--- config.mk ---
export PLATFORM = sky130hd
export DESIGN_NAME = seg7_scan_driver
export DESIGN_NICKNAME = d
export VERILOG_FILES = /design/src/rtl/seg7_scan_driver.sv
export SDC_FILE = /design/constraint.sdc
export NUM_CORES = 1
export LEC_CHECK = 0
export ABC_AREA = 1
export CORE_MARGIN = 10
export CORE_UTILIZATION = 32
export DETAILED_ROUTE_END_ITERATION = 10
export DONT_BUFFER_PORTS = 1
export PLACE_DENSITY_LB_ADDON = 0.25
export SYNTH_ARGS = -nofsm -noshare
export SYNTH_HDL_FRONTEND = slang
export SYNTH_SLANG_ARGS = --single-unit
--- constraint.sdc ---
create_clock -name clk -period 3.79 [get_ports clk]
set_input_delay 0.758 -clock clk [delete_from_list [all_inputs] [get_ports clk]]
set_output_delay 0.758 -clock clk [all_outputs]
set_load 0.02 [all_outputs]
--- src/rtl/seg7_scan_driver.sv ---
// -----------------------------------------------------------------------------
// seg7_scan_driver
//
// Multiplexed driver for a multi-digit common-anode 7-segment display.
// Holds a frame of hex digits and decimal points, decodes the digit in the
// current slot to segments, and scans the digit enables round-robin.
// Each slot opens with a short dead time (all anodes off) to avoid ghosting.
// New frames are loaded into a shadow register and committed only when the
// scan wraps, so a frame is never torn.
//
// Ports:
//   clk          system clock
//   rst          asynchronous, active-high reset
//   enable       0 blanks the display (the scan keeps running)
//   lz_suppress  1 blanks leading zero digits (digit 0 is never blanked)
//   load         one-cycle strobe capturing digits_in / dp_in
//   digits_in    hex digits, digit k in bits [4k+3:4k], digit 0 least significant
//   dp_in        decimal point per digit, 1 = lit
//   seg_out      [7]=dp, [6:0]=a,b,c,d,e,f,g (polarity set by SEG_ACTIVE_LOW)
//   an_out       digit enables, bit k drives digit k (polarity set by DIG_ACTIVE_LOW)
//   frame_done   one-cycle pulse after each scan wrap
// -----------------------------------------------------------------------------
module seg7_scan_driver #(
    parameter int unsigned NUM_DIGITS     = 4,
    parameter int unsigned REFRESH_DIV    = 50000,
    parameter int unsigned BLANK_CYCLES   = 500,
    parameter bit          SEG_ACTIVE_LOW = 1'b1,
    parameter bit          DIG_ACTIVE_LOW = 1'b1
) (
    input  logic                    clk,
    input  logic                    rst,
    input  logic                    enable,
    input  logic                    lz_suppress,
    input  logic                    load,
    input  logic [4*NUM_DIGITS-1:0] digits_in,
    input  logic [NUM_DIGITS-1:0]   dp_in,
    output logic [7:0]              seg_out,
    output logic [NUM_DIGITS-1:0]   an_out,
    output logic                    frame_done
);

    localparam int unsigned CNT_W = (REFRESH_DIV > 1) ? $clog2(REFRESH_DIV) : 1;
    localparam int unsigned IDX_W = (NUM_DIGITS > 1) ? $clog2(NUM_DIGITS) : 1;

    localparam logic [CNT_W-1:0]      CNT_LAST  = CNT_W'(REFRESH_DIV - 1);
    localparam logic [IDX_W-1:0]      IDX_LAST  = IDX_W'(NUM_DIGITS - 1);
    localparam logic [CNT_W-1:0]      BLANK_END = CNT_W'(BLANK_CYCLES);

    // XOR masks that turn active-high patterns into pin polarity; they are
    // also the "everything off" pin values.
    localparam logic [7:0]            SEG_OFF = {8{SEG_ACTIVE_LOW}};
    localparam logic [NUM_DIGITS-1:0] AN_OFF  = {NUM_DIGITS{DIG_ACTIVE_LOW}};

    // -------------------------------------------------------------------------
    // State
    // -------------------------------------------------------------------------
    logic [CNT_W-1:0]        cnt_q, cnt_d;
    logic [IDX_W-1:0]        idx_q, idx_d;
    logic                    pending_q, pending_d;
    logic [4*NUM_DIGITS-1:0] shadow_digits_q, shadow_digits_d;
    logic [NUM_DIGITS-1:0]   shadow_dp_q, shadow_dp_d;
    logic [4*NUM_DIGITS-1:0] disp_digits_q, disp_digits_d;
    logic [NUM_DIGITS-1:0]   disp_dp_q, disp_dp_d;
    logic                    frame_done_q, frame_done_d;
    logic [7:0]              seg_q, seg_d;
    logic [NUM_DIGITS-1:0]   an_q, an_d;

    // -------------------------------------------------------------------------
    // Segment decode, active-high, bit 6 = a ... bit 0 = g
    // -------------------------------------------------------------------------
    function automatic logic [6:0] decode_hex(input logic [3:0] value);
        logic [6:0] segs;
        segs = 7'b0000000;
        unique case (value)
            4'h0: segs = 7'b1111110;
            4'h1: segs = 7'b0110000;
            4'h2: segs = 7'b1101101;
            4'h3: segs = 7'b1111001;
            4'h4: segs = 7'b0110011;
            4'h5: segs = 7'b1011011;
            4'h6: segs = 7'b1011111;
            4'h7: segs = 7'b1110000;
            4'h8: segs = 7'b1111111;
            4'h9: segs = 7'b1111011;
            4'hA: segs = 7'b1110111;
            4'hB: segs = 7'b0011111;
            4'hC: segs = 7'b1001110;
            4'hD: segs = 7'b0111101;
            4'hE: segs = 7'b1001111;
            4'hF: segs = 7'b1000111;
        endcase
        return segs;
    endfunction

    // -------------------------------------------------------------------------
    // Scan timing
    // -------------------------------------------------------------------------
    logic slot_end;
    logic scan_wrap;

    always_comb begin
        slot_end  = (cnt_q == CNT_LAST);
        scan_wrap = slot_end && (idx_q == IDX_LAST);

        cnt_d = slot_end ? '0 : cnt_q + CNT_W'(1);

        idx_d = idx_q;
        if (slot_end) begin
            idx_d = (idx_q == IDX_LAST) ? '0 : idx_q + IDX_W'(1);
        end

        frame_done_d = scan_wrap;
    end

    // -------------------------------------------------------------------------
    // Frame load / commit
    // -------------------------------------------------------------------------
    always_comb begin
        shadow_digits_d = shadow_digits_q;
        shadow_dp_d     = shadow_dp_q;
        pending_d       = pending_q;
        disp_digits_d   = disp_digits_q;
        disp_dp_d       = disp_dp_q;

        if (load) begin
            shadow_digits_d = digits_in;
            shadow_dp_d     = dp_in;
        end

        if (scan_wrap) begin
            // A load landing on the wrap cycle bypasses the shadow so it is not
            // held back a whole frame; otherwise a pending frame is committed.
            if (load) begin
                disp_digits_d = digits_in;
                disp_dp_d     = dp_in;
            end else if (pending_q) begin
                disp_digits_d = shadow_digits_q;
                disp_dp_d     = shadow_dp_q;
            end
            pending_d = 1'b0;
        end else if (load) begin
            pending_d = 1'b1;
        end
    end

    // -------------------------------------------------------------------------
    // Leading-zero detection: zero_above[k] is set when display digits
    // k..NUM_DIGITS-1 are all zero.
    // -------------------------------------------------------------------------
    logic [NUM_DIGITS-1:0] zero_above;
    logic                  zero_run;

    always_comb begin
        zero_above = '0;
        zero_run   = 1'b1;
        for (int k = NUM_DIGITS - 1; k >= 0; k--) begin
            zero_run      = zero_run && (disp_digits_q[4*k +: 4] == 4'h0);
            zero_above[k] = zero_run;
        end
    end

    // -------------------------------------------------------------------------
    // Current-slot selection
    // -------------------------------------------------------------------------
    logic [3:0]            cur_digit;
    logic                  cur_dp;
    logic                  cur_zero_above;
    logic [NUM_DIGITS-1:0] an_sel;

    always_comb begin
        cur_digit      = 4'h0;
        cur_dp         = 1'b0;
        cur_zero_above = 1'b0;
        an_sel         = '0;
        for (int k = 0; k < NUM_DIGITS; k++) begin
            if (idx_q == IDX_W'(k)) begin
                cur_digit      = disp_digits_q[4*k +: 4];
                cur_dp         = disp_dp_q[k];
                cur_zero_above = zero_above[k];
                an_sel[k]      = 1'b1;
            end
        end
    end

    // -------------------------------------------------------------------------
    // Registered outputs, computed from the current (idx, cnt) state
    // -------------------------------------------------------------------------
    logic       digit_blank;
    logic [6:0] cur_segs;

    always_comb begin
        // Digit 0 is never a leading zero, so it is excluded explicitly.
        digit_blank = lz_suppress && (idx_q != '0) && cur_zero_above;
        cur_segs    = digit_blank ? 7'b0000000 : decode_hex(cur_digit);

        seg_d = SEG_OFF;
        an_d  = AN_OFF;
        if (enable) begin
            seg_d = {cur_dp, cur_segs} ^ SEG_OFF;
            // Dead time at the start of each slot keeps the previous digit's
            // segments from ghosting onto the next anode.
            if (cnt_q >= BLANK_END) begin
                an_d = an_sel ^ AN_OFF;
            end
        end
    end

    // -------------------------------------------------------------------------
    // State registers
    // -------------------------------------------------------------------------
    always_ff @(posedge clk or posedge rst) begin
        if (rst) begin
            cnt_q           <= '0;
            idx_q           <= '0;
            pending_q       <= 1'b0;
            shadow_digits_q <= '0;
            shadow_dp_q     <= '0;
            disp_digits_q   <= '0;
            disp_dp_q       <= '0;
            frame_done_q    <= 1'b0;
            seg_q           <= SEG_OFF;
            an_q            <= AN_OFF;
        end else begin
            cnt_q           <= cnt_d;
            idx_q           <= idx_d;
            pending_q       <= pending_d;
            shadow_digits_q <= shadow_digits_d;
            shadow_dp_q     <= shadow_dp_d;
            disp_digits_q   <= disp_digits_d;
            disp_dp_q       <= disp_dp_d;
            frame_done_q    <= frame_done_d;
            seg_q           <= seg_d;
            an_q            <= an_d;
        end
    end

    assign seg_out    = seg_q;
    assign an_out     = an_q;
    assign frame_done = frame_done_q;

endmodule
Yosys cells after proc, flatten, opt, wreduce, memory -nomap -nowiden
Memory sizes are Yosys's and may differ from the RTL's.
Index checks and enable logic that the tools add are counted.
{"block": "totals", "reg_bits": 72, "latch_bits": 0, "mem_bits_rw": 0, "mem_bits_ro": 112, "inputBits": 25, "out_inout_bits": 13, "word_cells": 63, "n_memories": 1}
{"memory": "(no name shown)", "words": 16, "word_bits": 7, "rd": 1, "rd_clocked_by_memory_dff": 0, "write_ports": 0, "line": "74", "rtl": "unique case (value)"}
{"block": "classes", "n_addsub": 2, "mul": 0, "div": 0, "magnitude_cmp": 1, "eq_ne": 4, "shifts": 0, "n_mux": 28, "n_bitwise": 2, "n_reduce_logical": 15}
{"op": "16-bit 2-to-1 mux", "n": 3}
{"op": "4-bit 2-to-1 mux", "n": 8}
{"op": "16-bit by 1-bit adder with 16-bit output, second input constant", "n": 1}
{"op": "16-bit equality test, second input constant", "n": 1}
{"op": "16-bit by 9-bit greater-or-equal comparator with 1-bit output, second input constant", "n": 1}
{"op": "4-bit zero test", "n": 4}
{"op": "1-bit 2-to-1 mux", "n": 14}
{"op": "8-bit 2-to-1 mux", "n": 1}
{"op": "8-bit inverter", "n": 1}
{"op": "7-bit 2-to-1 mux", "n": 1}
{"op": "1-bit logical AND", "n": 6}
{"op": "2-bit nonzero test", "n": 3}
{"op": "2-bit equality test, second input constant", "n": 2}
{"op": "4-bit inverter", "n": 1}
{"op": "2-bit by 1-bit adder with 2-bit output, second input constant", "n": 1}
{"op": "2-bit by 1-bit equality test with 1-bit output, second input constant", "n": 1}
{"op": "2-bit zero test", "n": 1}
{"op": "2-bit 2-to-1 mux", "n": 1}
{"op": "2-bit AND reduction", "n": 1}

Logic depth before layout (Yosys ltp)
{"block": "depth", "ltp_word": 12, "mapped_depth": 16, "depth_no_buf": 16}

Worst setup path after synthesis
OpenSTA, ideal clock, no wires.
{"block": "synth_path", "path_kind": "flip-flop to flip-flop", "from": "reg idx_q[0]", "to": "reg seg_q[3], in the netlist seg_out[3]", "setup_ps": 92, "arrival_ps": 1965, "t_required_ps": 3698, "setup_slack_ps": 1733, "path_stages_with_launch": 15, "n_path_buf": 1, "synth_period_minus_slack_ps": 2057, "path_cell_list": "dfrtp_1 inv_1 ha_1 buf_2 inv_1 nand3_1 a22oi_1 inv_1 ha_1 inv_1 nand3_1 nand3_1 nand2_1 inv_1 nand2_1"}
{"block": "synth_via", "elab_chain_len": 9, "word_cells_on_any_way": 19, "cone_classes": "eq/ne (3); mux (10); bitwise (1); reduce/logical (4); memory (1)"}
{"item": "start: declaration", "line": "58", "rtl": "logic [IDX_W-1:0] idx_q, idx_d;"}
{"item": "start signal: assignment", "line": "225", "rtl": "idx_q <= idx_d;"}
{"item": "2-bit zero test", "line": "176", "rtl": "if (idx_q == IDX_W'(k)) begin"}
{"item": "4-bit 2-to-1 mux or 1-bit 2-to-1 mux (tied branches) (4 in series)", "line": "176"}
{"item": "memory read 16 x 7 bit or 1-bit logical AND (tied branches)"}
{"item": "7-bit 2-to-1 mux (*)", "line": "194", "rtl": "cur_segs = digit_blank ? 7'b0000000 : decode_hex(cur_digit);"}
{"item": "8-bit inverter (no source line) (*)"}
{"item": "8-bit 2-to-1 mux (*)", "line": "198", "rtl": "if (enable) begin"}
{"item": "named net seg_d[3]", "line": "65", "rtl": "logic [7:0] seg_q, seg_d;"}
{"item": "end signal: assignment", "line": "232", "rtl": "seg_q <= seg_d;"}
{"item": "end: declaration", "line": "65"}
Mark *: on every way through the listed nets, which the timed path passes. The rest lies on a longest branch.
A chain may end at the register's enable or synchronous reset.

Worst setup path after layout
{"block": "layout_path", "from": "reg idx_q[1]", "to": "reg seg_q[3], in the netlist seg_out[3]"}
Same word-level chain as after synthesis.

==> out/results.ini <==
[final_layout]
multi_input_area_um2 = 1430
drive_gt1_share_pct = 8.99
register_area_um2 = 1820
num_antenna_cells = 0
num-nets-final = 467
n_fill_cell = 1183
syn2layout_area_growth_pct = 8.64

[synthesis]
ys_top_cells_by_area = dfrtp_1, nand2_1, dfstp_2
synth_seq_area_share_pct = 52.2
yosysTopAreaCellShare_pct = 43.2
yosysTopAreaCell = dfrtp_1
synthDistinctLibCells = 28
synthArstFlopShare_pct = 100
ys_warn_count = 0
syn_inst = 429
ys.flop_type = dfrtp_1
synth_edf_count = 0
yosys-top-cells-count = nand2_1, dfrtp_1, inv_1, nor2_1, nand3_1
synth_fp_nets = 466
avgSynthCellArea_um2 = 8.11
netlist_area_um2 = 3480
yosys_register_bits = 72
synth_most_common_cell = nand2_1

[min_path]
worstHoldPathType = in -> async

[floorplanning]
num_rows = 38
initial_core_util_pct = 32.4
die-area_um2 = 15400
die_x_um = 124
die_h_um = 124
ios = 38
core_um2 = 10700

[global_route]
gr-usage-met2_pct = 16.5
grt_max_degree = 42
track_usage_pct = 10.3
antenna_found_initial = 0
gr-total-overflow = 0
grt_pass1_vias = 2713
gr-max-usage-layer = met2
grt_pass1_wl_um = 13300
met3_usage_pct = 3.91
grt_use_met1_pct = 12.6

[clock_network]
cts_tree = yes
hold_buffers = 0
clk_latency_ps = 350
path_clk_slew_ps = 70
clk_path_buf_depth = 2
post_cts_buffers = 0
cts_buffers = 9
h-tree-depth = 3
cts_resized = 0
cts_sinks = 72
cts_root_buf = clkbuf_8

[pwr]
vdd_ir_drop_max_uv = 254
power_uw = 1500
powerDensity_nw_per_um2 = 398
leakagePower_uw = 0.00197

[route]
wl_um = 7580
dr_total_vias = 2617
drc = 0
viasPerCell = 4.56
drtIter0Drc = 179
final_antenna_net_count = 0
drt-pass1-iter-count = 4
avgRoutedWirePerCell_um = 13.2

[worst_setup_path]
cp.required_ps = 4040
crit_type = reg -> reg
end_kind = register
cp_data_arrival_time_ps = 2630
crit_fanout = 8
cp-start-kind = register

[timing]
maxSlewHeadroom_pct = 43.5
tightest_slew_ps = 847
hold_viol = 0
setup-violations-final = 0
worst_clock_skew_ps = 9.12
finalCriticalPeriod_ps = 2380
final_max_slew_viol_count = 0
fin_setup_tns_ps = 0
min_period_over_period_pct = 62.7
grt_setup_unrepaired = false
fmax_ghz = 0.421

[flow_run]
maxCapViolCount = 0

[placement]
numPortBuffers = 0
place_congestion = 0.892
place_hpwl_um = 5660

[run_status]
status = completed

==> stage by stage <==
step                cells  setup slack, ps  util [%]  hold WS [ps]  instance area, µm²
finish                574             1410      35.2           452                3780
global route          574             1180      35.2           473                3780
CTS                   574             1400      35.2           477                3780
detailed placement    559             1410      33.4           459                3590
global placement      559             1560      33.4           456                3590
floorplan             429             1230         -           409                3480
==> sequential cells by signal, indices dropped and copies added, names as in the netlist <==
register         cells
an_out               4
shadow_dp_q          4
shadow_digits_q     16
disp_digits_q       16
cnt_q               16
frame_done           1
seg_out              8
disp_dp_q            4
idx_q                2
pending_q            1
==> power by group <==
part / leakage (µW) / internal, µW / switching [µW]
clock network: 0.0000989 / 315 / 277
logic: 0.000977 / 24.4 / 59.2
registers: 0.000893 / 807 / 22.3
total: 0.00197 / 1150 / 359
==> critical path, stage by stage (launching register included) <==
cell     delay (ps)
dfrtp_1         400
inv_1           100
ha_1            320
inv_1           100
nand2_1          80
nand3_1          70
a22oi_1         390
inv_1           170
ha_1            260
inv_1            70
nand3_1          80
nand3_1         100
nand2_1          50
inv_1            40
nand2_1          50
==> final timing paths <==
check / startpoint / end / slack [ps] / depth (start not counted)
worst max register to register: idx_q[1]$_DFFE_PP0N_ / seg_out[3]$_DFF_PP1_ / 1410 / 14
max in group asynchronous: rst / disp_digits_q[0]$_DFFE_PP0P_ / 2420 / 2
worst max-delay path: idx_q[1]$_DFFE_PP0N_ / seg_out[3]$_DFF_PP1_ / 1410 / 14
worst min register to register: shadow_digits_q[15]$_DFFE_PP0P_ / shadow_digits_q[15]$_DFFE_PP0P_ / 470 / 2
min in group clk: shadow_digits_q[15]$_DFFE_PP0P_ / shadow_digits_q[15]$_DFFE_PP0P_ / 470 / 2
worst min-delay path: rst / shadow_digits_q[5]$_DFFE_PP0P_ / 450 / 1
==> kinds of logic (layout without fill, tap and decap cells) <==
| kind of cell | count (synthesis) | in the layout | synth area share, % |
|---|---|---|---|
| buffers and inverters | 55 | 60 | 6.73 |
| XOR/XNOR | 8 | 8 | 2.02 |
| AO/OA/AOI/OAI | 25 | 25 | 3.99 |
| flip-flops | 72 | 72 | 52.2 |
| adder cells (fa/ha/maj) | 12 | 12 | 4.32 |
| AND/OR/NAND/NOR | 257 | 257 | 30.7 |
==> area by class of cell <==
| class | instances | area share, % |
|---|---|---|
| timing repair buffer | 1 | 0.199 |
| sequential | 72 | 48.1 |
| clock buffer | 11 | 3.74 |
| clock inverter | 4 | 1.19 |
| tap | 140 | 4.64 |
| multi-input combinational | 302 | 37.8 |
| inverter | 44 | 4.37 |
==> placed cells by master (no fill, tap or decap), types with 2 or more instances in the layout <==
cell / instances
o211ai_1: 2
nor2_1: 32
nor2_4: 2
nor3_1: 6
clkinv_2: 3
nand2_1: 184
a22oi_1: 2
nor4_1: 2
xor2_1: 6
o21ai_0: 9
ha_1: 12
clkbuf_8: 10
nand3_1: 21
inv_1: 43
xnor2_1: 2
dfstp_2: 12
dfrtp_1: 60
a21oi_1: 10
nand2_2: 5
==> layer usage <==
layer  vias to the layer above  part of all wire, %
met1                      1236                   46
met3                        10                  5.3
li1                       1318                    -
met4                         0                  1.6
met2                        53                   47
met5                         -                    0
Power figures use the tool's default switching activity.
